==> config.mk <==
export PLATFORM = sky130hd
export DESIGN_NAME = display_fetch_scheduler_flat
export DESIGN_NICKNAME = d
export VERILOG_FILES = /design/src/rtl/display_fetch_scheduler_if.sv /design/src/rtl/display_fetch_scheduler.sv /design/src/flat_wrapper.sv
export SDC_FILE = /design/constraint.sdc
export NUM_CORES = 1
export LEC_CHECK = 0
export CORE_ASPECT_RATIO = 0.6
export CORE_UTILIZATION = 35
export CTS_BUF_LIST = sky130_fd_sc_hd__clkbuf_8
export DETAILED_ROUTE_END_ITERATION = 8
export PLACE_DENSITY = 0.7
export SETUP_SLACK_MARGIN = 0.15
export SLEW_MARGIN = 10
export SYNTH_ARGS = -nofsm -noshare
export SYNTH_HDL_FRONTEND = slang
export SYNTH_SLANG_ARGS = --single-unit
==> constraint.sdc <==
create_clock -name clk_pixel -period 5.23 [get_ports clk_pixel]
set_input_delay 0.523 -clock clk_pixel [delete_from_list [all_inputs] [get_ports clk_pixel]]
set_output_delay 0.523 -clock clk_pixel [all_outputs]
set_load 0.005 [all_outputs]
==> src/rtl/display_fetch_scheduler_if.sv <==
// Framebuffer line-fetch port between the display scheduler and the memory side.
// Latency: none, wires only.
// Backpressure: the request is held by the master until the slave raises fetch_ack.
interface display_fetch_scheduler_if #(
    parameter int ADDR_W = 24
) ();
    logic              fetch_req;
    logic              fetch_ack;
    logic [ADDR_W-1:0] fetch_addr;
    logic [9:0]        fetch_len;
    logic              fetch_buf;
    logic              fetch_done;

    modport master (
        output fetch_req, fetch_addr, fetch_len, fetch_buf,
        input  fetch_ack, fetch_done
    );

    modport slave (
        input  fetch_req, fetch_addr, fetch_len, fetch_buf,
        output fetch_ack, fetch_done
    );
endinterface

==> src/rtl/display_fetch_scheduler.sv <==
// Line-fetch scheduler: one framebuffer line fetch per scanline, one line ahead, with vblank buffer swap and underrun flagging.
// Latency: fetch_req rises the cycle after line_start; swap_done/front_sel and line_ready update the cycle after line_start.
// Backpressure: request and its address/buffer/length are held until fetch_ack; fetches scheduled while busy are dropped.
// Optional: define DISPLAY_FETCH_STATS_EN to build the saturating underrun counter (otherwise underrun_count reads 0).
module display_fetch_scheduler #(
    parameter int              H_ACTIVE    = 640,
    parameter int              V_ACTIVE    = 480,
    parameter int              V_TOTAL     = 525,
    parameter int              ADDR_W      = 24,
    parameter int              LINE_STRIDE = 1280,
    parameter logic [ADDR_W-1:0] FB0_BASE  = 24'h000000,
    parameter logic [ADDR_W-1:0] FB1_BASE  = 24'h096000
) (
    input  logic        clk_pixel,
    input  logic        rst_n,
    input  logic        line_start,
    input  logic [9:0]  pixel_y,
    input  logic        swap_request,
    output logic        swap_done,
    output logic        front_sel,
    output logic        line_ready,
    output logic        underrun,
    output logic [15:0] underrun_count,
    display_fetch_scheduler_if.master fetch
);
    typedef enum logic [1:0] {S_IDLE, S_REQ, S_WAIT} state_t;

    localparam logic [9:0] Y_LAST_FETCH = 10'(V_ACTIVE - 1);
    localparam logic [9:0] Y_VBLANK     = 10'(V_ACTIVE);
    localparam logic [9:0] Y_LAST       = 10'(V_TOTAL - 1);

    state_t            state_q, state_d;
    logic [ADDR_W-1:0] addr_q;
    logic              buf_q;
    logic [9:0]        tgt_q;       // target line of the outstanding fetch
    logic [9:0]        done_tgt_q;  // last target line whose data has landed
    logic              armed_q;
    logic              front_sel_q;
    logic              swap_done_q;
    logic              line_ready_q;
    logic              underrun_q;

    logic              sched_en;
    logic              issue;
    logic [9:0]        sched_tgt;
    logic [ADDR_W-1:0] sched_addr;
    logic              line_chk;
    logic              line_ok;
    logic              underrun_hit;
    logic              swap_now;

    // Visible-line fetches only start once the line-0 fetch has armed the
    // pipeline, so the partial frame after reset issues nothing until y=V_TOTAL-1.
    assign sched_en   = line_start && (((pixel_y < Y_LAST_FETCH) && armed_q) || (pixel_y == Y_LAST));
    assign sched_tgt  = (pixel_y == Y_LAST) ? 10'd0 : pixel_y + 10'd1;
    assign issue      = sched_en && (state_q == S_IDLE);
    assign sched_addr = (front_sel_q ? FB1_BASE : FB0_BASE)
                        + ADDR_W'(32'(sched_tgt) * LINE_STRIDE);

    assign line_chk     = line_start && (pixel_y < Y_VBLANK) && armed_q;
    assign line_ok      = (state_q == S_IDLE) && (done_tgt_q == pixel_y);
    assign underrun_hit = line_chk && !line_ok;
    assign swap_now     = line_start && (pixel_y == Y_VBLANK) && swap_request;

    // Fetch state register.
    always_ff @(posedge clk_pixel or negedge rst_n) begin
        if (!rst_n) state_q <= S_IDLE;
        else        state_q <= state_d;
    end

    // Next-state and request output; fetch_done is only honoured in S_WAIT.
    always_comb begin
        state_d         = state_q;
        fetch.fetch_req = 1'b0;
        unique case (state_q)
            S_IDLE: if (issue) state_d = S_REQ;
            S_REQ: begin
                fetch.fetch_req = 1'b1;
                if (fetch.fetch_ack) state_d = S_WAIT;
            end
            S_WAIT: if (fetch.fetch_done) state_d = S_IDLE;
            default: state_d = S_IDLE;
        endcase
    end

    // Request payload, completion tracking, arming, line check and swap.
    always_ff @(posedge clk_pixel or negedge rst_n) begin
        if (!rst_n) begin
            addr_q       <= '0;
            buf_q        <= 1'b0;
            tgt_q        <= '0;
            done_tgt_q   <= '1;
            armed_q      <= 1'b0;
            front_sel_q  <= 1'b0;
            swap_done_q  <= 1'b0;
            line_ready_q <= 1'b0;
            underrun_q   <= 1'b0;
        end else begin
            if (issue) begin
                addr_q <= sched_addr;
                buf_q  <= sched_tgt[0];
                tgt_q  <= sched_tgt;
                if (sched_tgt == 10'd0) armed_q <= 1'b1;
            end
            if ((state_q == S_WAIT) && fetch.fetch_done) done_tgt_q <= tgt_q;
            if (line_start) line_ready_q <= line_chk && line_ok;
            if (underrun_hit) underrun_q <= 1'b1;
            swap_done_q <= swap_now;
            if (swap_now) front_sel_q <= ~front_sel_q;
        end
    end

`ifdef DISPLAY_FETCH_STATS_EN
    logic [15:0] underrun_cnt_q;

    // Saturating count of lines that were not ready at their line check.
    always_ff @(posedge clk_pixel or negedge rst_n) begin
        if (!rst_n)                                     underrun_cnt_q <= '0;
        else if (underrun_hit && (underrun_cnt_q != 16'hFFFF)) underrun_cnt_q <= underrun_cnt_q + 16'd1;
    end

    assign underrun_count = underrun_cnt_q;
`else
    assign underrun_count = 16'd0;
`endif

    assign fetch.fetch_addr = addr_q;
    assign fetch.fetch_buf  = buf_q;
    assign fetch.fetch_len  = 10'(H_ACTIVE);
    assign swap_done        = swap_done_q;
    assign front_sel        = front_sel_q;
    assign line_ready       = line_ready_q;
    assign underrun         = underrun_q;
endmodule
==> src/flat_wrapper.sv <==
// flat-port wrapper written by rule: the top's interface ports become plain ports
module display_fetch_scheduler_flat 
#(
    parameter int              H_ACTIVE    = 640,
    parameter int              V_ACTIVE    = 480,
    parameter int              V_TOTAL     = 525,
    parameter int              ADDR_W      = 24,
    parameter int              LINE_STRIDE = 1280,
    parameter logic [ADDR_W-1:0] FB0_BASE  = 24'h000000,
    parameter logic [ADDR_W-1:0] FB1_BASE  = 24'h096000
)
  (clk_pixel, rst_n, line_start, pixel_y, swap_request, swap_done, front_sel, line_ready, underrun, underrun_count, fetch_fetch_req, fetch_fetch_addr, fetch_fetch_len, fetch_fetch_buf, fetch_fetch_ack, fetch_fetch_done);
  display_fetch_scheduler_if #(.ADDR_W(ADDR_W)) fetch_i ();
  input  logic clk_pixel;
  input  logic rst_n;
  input  logic line_start;
  input  logic [9:0] pixel_y;
  input  logic swap_request;
  output logic swap_done;
  output logic front_sel;
  output logic line_ready;
  output logic underrun;
  output logic [15:0] underrun_count;
  output wire logic [$bits(fetch_i.fetch_req)-1:0] fetch_fetch_req;
  output wire logic [$bits(fetch_i.fetch_addr)-1:0] fetch_fetch_addr;
  output wire logic [$bits(fetch_i.fetch_len)-1:0] fetch_fetch_len;
  output wire logic [$bits(fetch_i.fetch_buf)-1:0] fetch_fetch_buf;
  input wire logic [$bits(fetch_i.fetch_ack)-1:0] fetch_fetch_ack;
  input wire logic [$bits(fetch_i.fetch_done)-1:0] fetch_fetch_done;
  assign fetch_fetch_req = fetch_i.fetch_req;
  assign fetch_fetch_addr = fetch_i.fetch_addr;
  assign fetch_fetch_len = fetch_i.fetch_len;
  assign fetch_fetch_buf = fetch_i.fetch_buf;
  assign fetch_i.fetch_ack = fetch_fetch_ack;
  assign fetch_i.fetch_done = fetch_fetch_done;
  display_fetch_scheduler #(.H_ACTIVE(H_ACTIVE), .V_ACTIVE(V_ACTIVE), .V_TOTAL(V_TOTAL), .ADDR_W(ADDR_W), .LINE_STRIDE(LINE_STRIDE), .FB0_BASE(FB0_BASE), .FB1_BASE(FB1_BASE)) u_core (.clk_pixel(clk_pixel), .rst_n(rst_n), .line_start(line_start), .pixel_y(pixel_y), .swap_request(swap_request), .swap_done(swap_done), .front_sel(front_sel), .line_ready(line_ready), .underrun(underrun), .underrun_count(underrun_count), .fetch(fetch_i));
endmodule
==> impl_summary.txt <==
----------------------------------------------------
[Run status]
  Outcome ... complete, no violations

[Route]
  DRC violation count after routing ... 0
  Detail Route met2 WL ... 2.28 mm
  Routed wire length on met3 ... 442 um
  Vias per inst ... 4.56
  WL met1 ... 3.17 mm
  WL per Instance ... 13.3 um
  Initial DRC count ... 157
  Number of vias after detailed routing ... 2032
  Final WL ... 5.95 mm
  Count of nets left with antenna violations after detail routing ... 0
  Highest layer used for signal routing ... met4
  Number of iterations in the first detailed-routing pass ... 4

[Layout]
  Area grow syn2layout ... 13.5%
  Share of final-layout standard cells stronger than drive strength 1 ... 12.1%
  Fill cell instance count of the final layout ... 796
  Area of the multi-input gates ... 1600 um2
  Most common cell after layout, fill and taps aside ... sky130_fd_sc_hd__conb_1
  Commonest cells after routing, fill and taps aside ... 36 x sky130_fd_sc_hd__conb_1, 34 x sky130_fd_sc_hd__clkdlybuf4s50_1, 31 x sky130_fd_sc_hd__nand2_1
  Count of inserted antenna diode cells ... 0
  Register Area ... 988 um2
  Post-Layout Cell Count ... 446
  Post-layout nets ... 377

[Floorplan]
  Die area ... 8590 um2
  Die width ... 119 um
  Placeable core area ... 7910 um2
  Initial Util ... 36.3%
  Std cell rows ... 25
  Vertical extent of the die ... 72.2 um
  I/O pin count ... 72

[Synth]
  Synthesis-stage register bit count ... 39
  Area of the mapped netlist ... 2880 um2
  Main flop type after synthesis ... sky130_fd_sc_hd__dfrtp_1
  Sequential fraction of the synthesis area ... 34.4%
  Count of flip-flops with a built-in enable after synthesis ... 0
  Gate count of the mapped netlist ... 309
  Unique masters post-synth ... 49
  Synth async-reset ratio ... 100%
  Mean instance size in the synthesized netlist ... 9.31 um2
  Synthesis Warnings ... 0

[Global route]
  Via count of the first global-routing pass ... 1808
  Aggregate global routing overflow ... 0
  Wire length of the first global-routing pass ... 9.38 mm
  Largest net degree at the start of global routing ... 40
  Initial antenna violation count ... 0
  Tot GR Track Use ... 14.4%

[Power and ir drop]
  Net load switching power ... 0.000404 W
  Total leakage power ... 1.47 nW
  Switching Fraction ... 32.4%
  Clock network fraction of total power ... 21.2%
  Worst IR Drop VDD ... 0.148 mV
  Internal cell power ... 0.000841 W
  Logic pwr share ... 39.3%
  Share of power burned in registers ... 39.5%
  Power per cell area ... 382 nW/um2

[Critical path]
  CP max-delay cell ... sky130_fd_sc_hd__clkdlybuf4s50_1
  Kind of capture point of the worst setup path ... register
  Most used cell along the critical path ... sky130_fd_sc_hd__ha_1
  Crit path arrival time ... 4.80 ns
  Worst-path maximum fanout ... 8
  Crit path buffers/inverters ... 3
  Startpoint-to-endpoint class of the critical path ... input pin to register
  Delay of the slowest critical-path stage ... 0.66 ns
  Largest delay contributor family on the critical path ... adder cells
  Ordered list of cells on the worst path ... clkdlybuf4s50_1 > inv_1 > ha_1 > and4_1 > nor2_1 > ha_1 > ha_1 > inv_1 > fa_1 > nor2b_4 > o311ai_4 > a21oi_1 > o21a_1 > nor2_1 > xnor2_1 > ha_1 > or4_1 > a31oi_1
  Required time worst endpoint ... 5.44 ns
  CP Launch Type ... input pin

[Placement]
  HPWL reported at the end of detailed placement ... 4.72 mm
  Placed insts ... 438
  Placer congestion estimate ... 0.912
  Port-buffer cells ... 35

[Timing]
  Worst slew pin tran ... 0.897 ns
  Maximum operating frequency ... 0.218 GHz
  Final sum of negative setup slack ... 0 ns
  Relative max-transition margin ... 40.2%
  Final-report max-slew violation count ... 0
  Period utilization ... 87.7%
  Final setup violating endpoints ... 0
  Hold Vio Cnt, Final ... 0
  RSZ-0062 raised after global routing ... false
  Period minus WS final ... 4.59 ns
  Largest clock skew in the final design ... 0.00654 ns

[CTS]
  Post-CTS Resized ... 0
  CTS tree ... yes
  Root buffer selected by CTS ... sky130_fd_sc_hd__clkbuf_8
  Clock Latency Late Sink ... 0.30 ns
  Deepest level of the CTS H-tree ... 2
  Deepest clock path buffer count ... 2
  Clock-pin slew on the worst setup and hold paths ... 0.08 ns
  Number of buffers inserted during clock tree synthesis ... 5
  Cts-stage hold buffer count ... 0
  Number of sinks driven by the clock tree ... 39
  Post-CTS setup-driven buffer insertion count ... 0

[Flow run]
  Count of max-cap constraint violations ... 0

[Worst hold path]
  Tightest Hold Check Type ... input pin to async pin

----------------------------------------------------
==> worst register-to-register path, stage by stage (launching register included) <==
cell                      delay [ns]
sky130_fd_sc_hd__dfrtp_1        0.33
sky130_fd_sc_hd__inv_1          0.05
sky130_fd_sc_hd__nor3b_1        0.51
sky130_fd_sc_hd__a22oi_2        0.15
sky130_fd_sc_hd__nor2_2         0.58
sky130_fd_sc_hd__mux2_2         0.41
==> cells in the mapped netlist, drive strengths merged (4+ instances only) <==
master / count / share of area (%)
nor3: 6 / 1.0
xnor2: 11 / 3.4
inv: 15 / 2.0
dfstp: 10 / 9.1
nor2: 29 / 3.9
nand3: 7 / 1.2
nand2: 31 / 4.0
ha: 22 / 9.6
mux2: 12 / 4.7
dfrtp: 29 / 25
a21o: 4 / 1.0
o21ai: 10 / 1.7
clkbuf: 4 / 0.52
nand4: 4 / 0.87
buf: 47 / 12
xor2: 17 / 5.2
nor4: 4 / 1.1
a31oi: 4 / 0.87
==> layout make-up <==
type,instances,area share (%)
repair buffers,38,11.3
clock buffers,6,2.53
inverters,15,1.73
well taps,108,4.14
flip-flops and latches,39,30.3
clock inverters,2,1.07
multi-input cells,238,49.0
==> cell families after synthesis <==
| family | after synthesis | share of synthesized area [%] |
|---|---|---|
| fa+ha+maj | 24 | 11.0 |
| mux | 13 | 5.05 |
| simple gates | 99 | 16.8 |
| compound gates | 38 | 9.57 |
| flops | 39 | 34.4 |
| xor+xnor | 28 | 8.53 |
| other cells | 2 | 0.261 |
| buf+inv | 66 | 14.5 |
==> power by group through the flow <==
stage	logic, W	registers, W	clock network [W]
2_1_floorplan	0.000328	0.000486	0
3_3_place_gp	0.000483	0.000494	0
3_5_place_dp	0.000491	0.000498	0
4_1_cts	0.000494	0.000493	0.000271
5_1_grt	0.000544	0.000503	0.000287
6_report	0.000490	0.000491	0.000264
==> registers in the layout, summed over array words and instances, names as in the netlist <==
signal                   flops
u_core.fetch.fetch_addr     12
u_core.done_tgt_q           10
u_core.tgt_q                10
u_core.state_q               2
u_core.armed_q               1
u_core.front_sel             1
u_core.line_ready            1
u_core.swap_done             1
u_core.underrun              1
==> final timing paths <==
check / startpoint / end / slack, ns / depth (start not counted)
worst min-delay path: rst_n / u_core.tgt_q[0]$_DFFE_PN0P_ / 0.33 / 1
worst max register to register: u_core.armed_q$_DFFE_PN0P_ / u_core.tgt_q[1]$_DFFE_PN0P_ / 3.10 / 5
min in group clk_pixel: u_core.armed_q$_DFFE_PN0P_ / u_core.armed_q$_DFFE_PN0P_ / 0.48 / 2
worst max-delay path: pixel_y[0] / u_core.fetch.fetch_addr[19]$_DFFE_PN0P_ / 0.64 / 18
worst min register to register: u_core.armed_q$_DFFE_PN0P_ / u_core.armed_q$_DFFE_PN0P_ / 0.48 / 2
max in group asynchronous: rst_n / u_core.fetch.fetch_addr[15]$_DFFE_PN0P_ / 4.33 / 1
==> routing by layer <==
metal / global-route usage, % / vias to the layer above
met3: 4.80 / 4
li1: - / 1022
met1: 22.1 / 951
met4: 4.22 / 0
met5: 0 / -
met2: 18.5 / 55
==> metrics by stage <==
stage	util (%)	total power [W]	area [um2]	setup slack, ns	hold WS (ns)
after floorplan	-	0.000814	3000	1.16	0.227
after global placement	39.7	0.000977	3150	0.497	0.446
after detailed placement	39.7	0.000989	3150	0.353	0.461
after CTS	41.2	0.00126	3260	0.652	0.369
after global routing	41.2	0.00133	3260	0.360	0.398
final	41.2	0.00125	3260	0.644	0.326
Power figures use the tool's default switching activity.
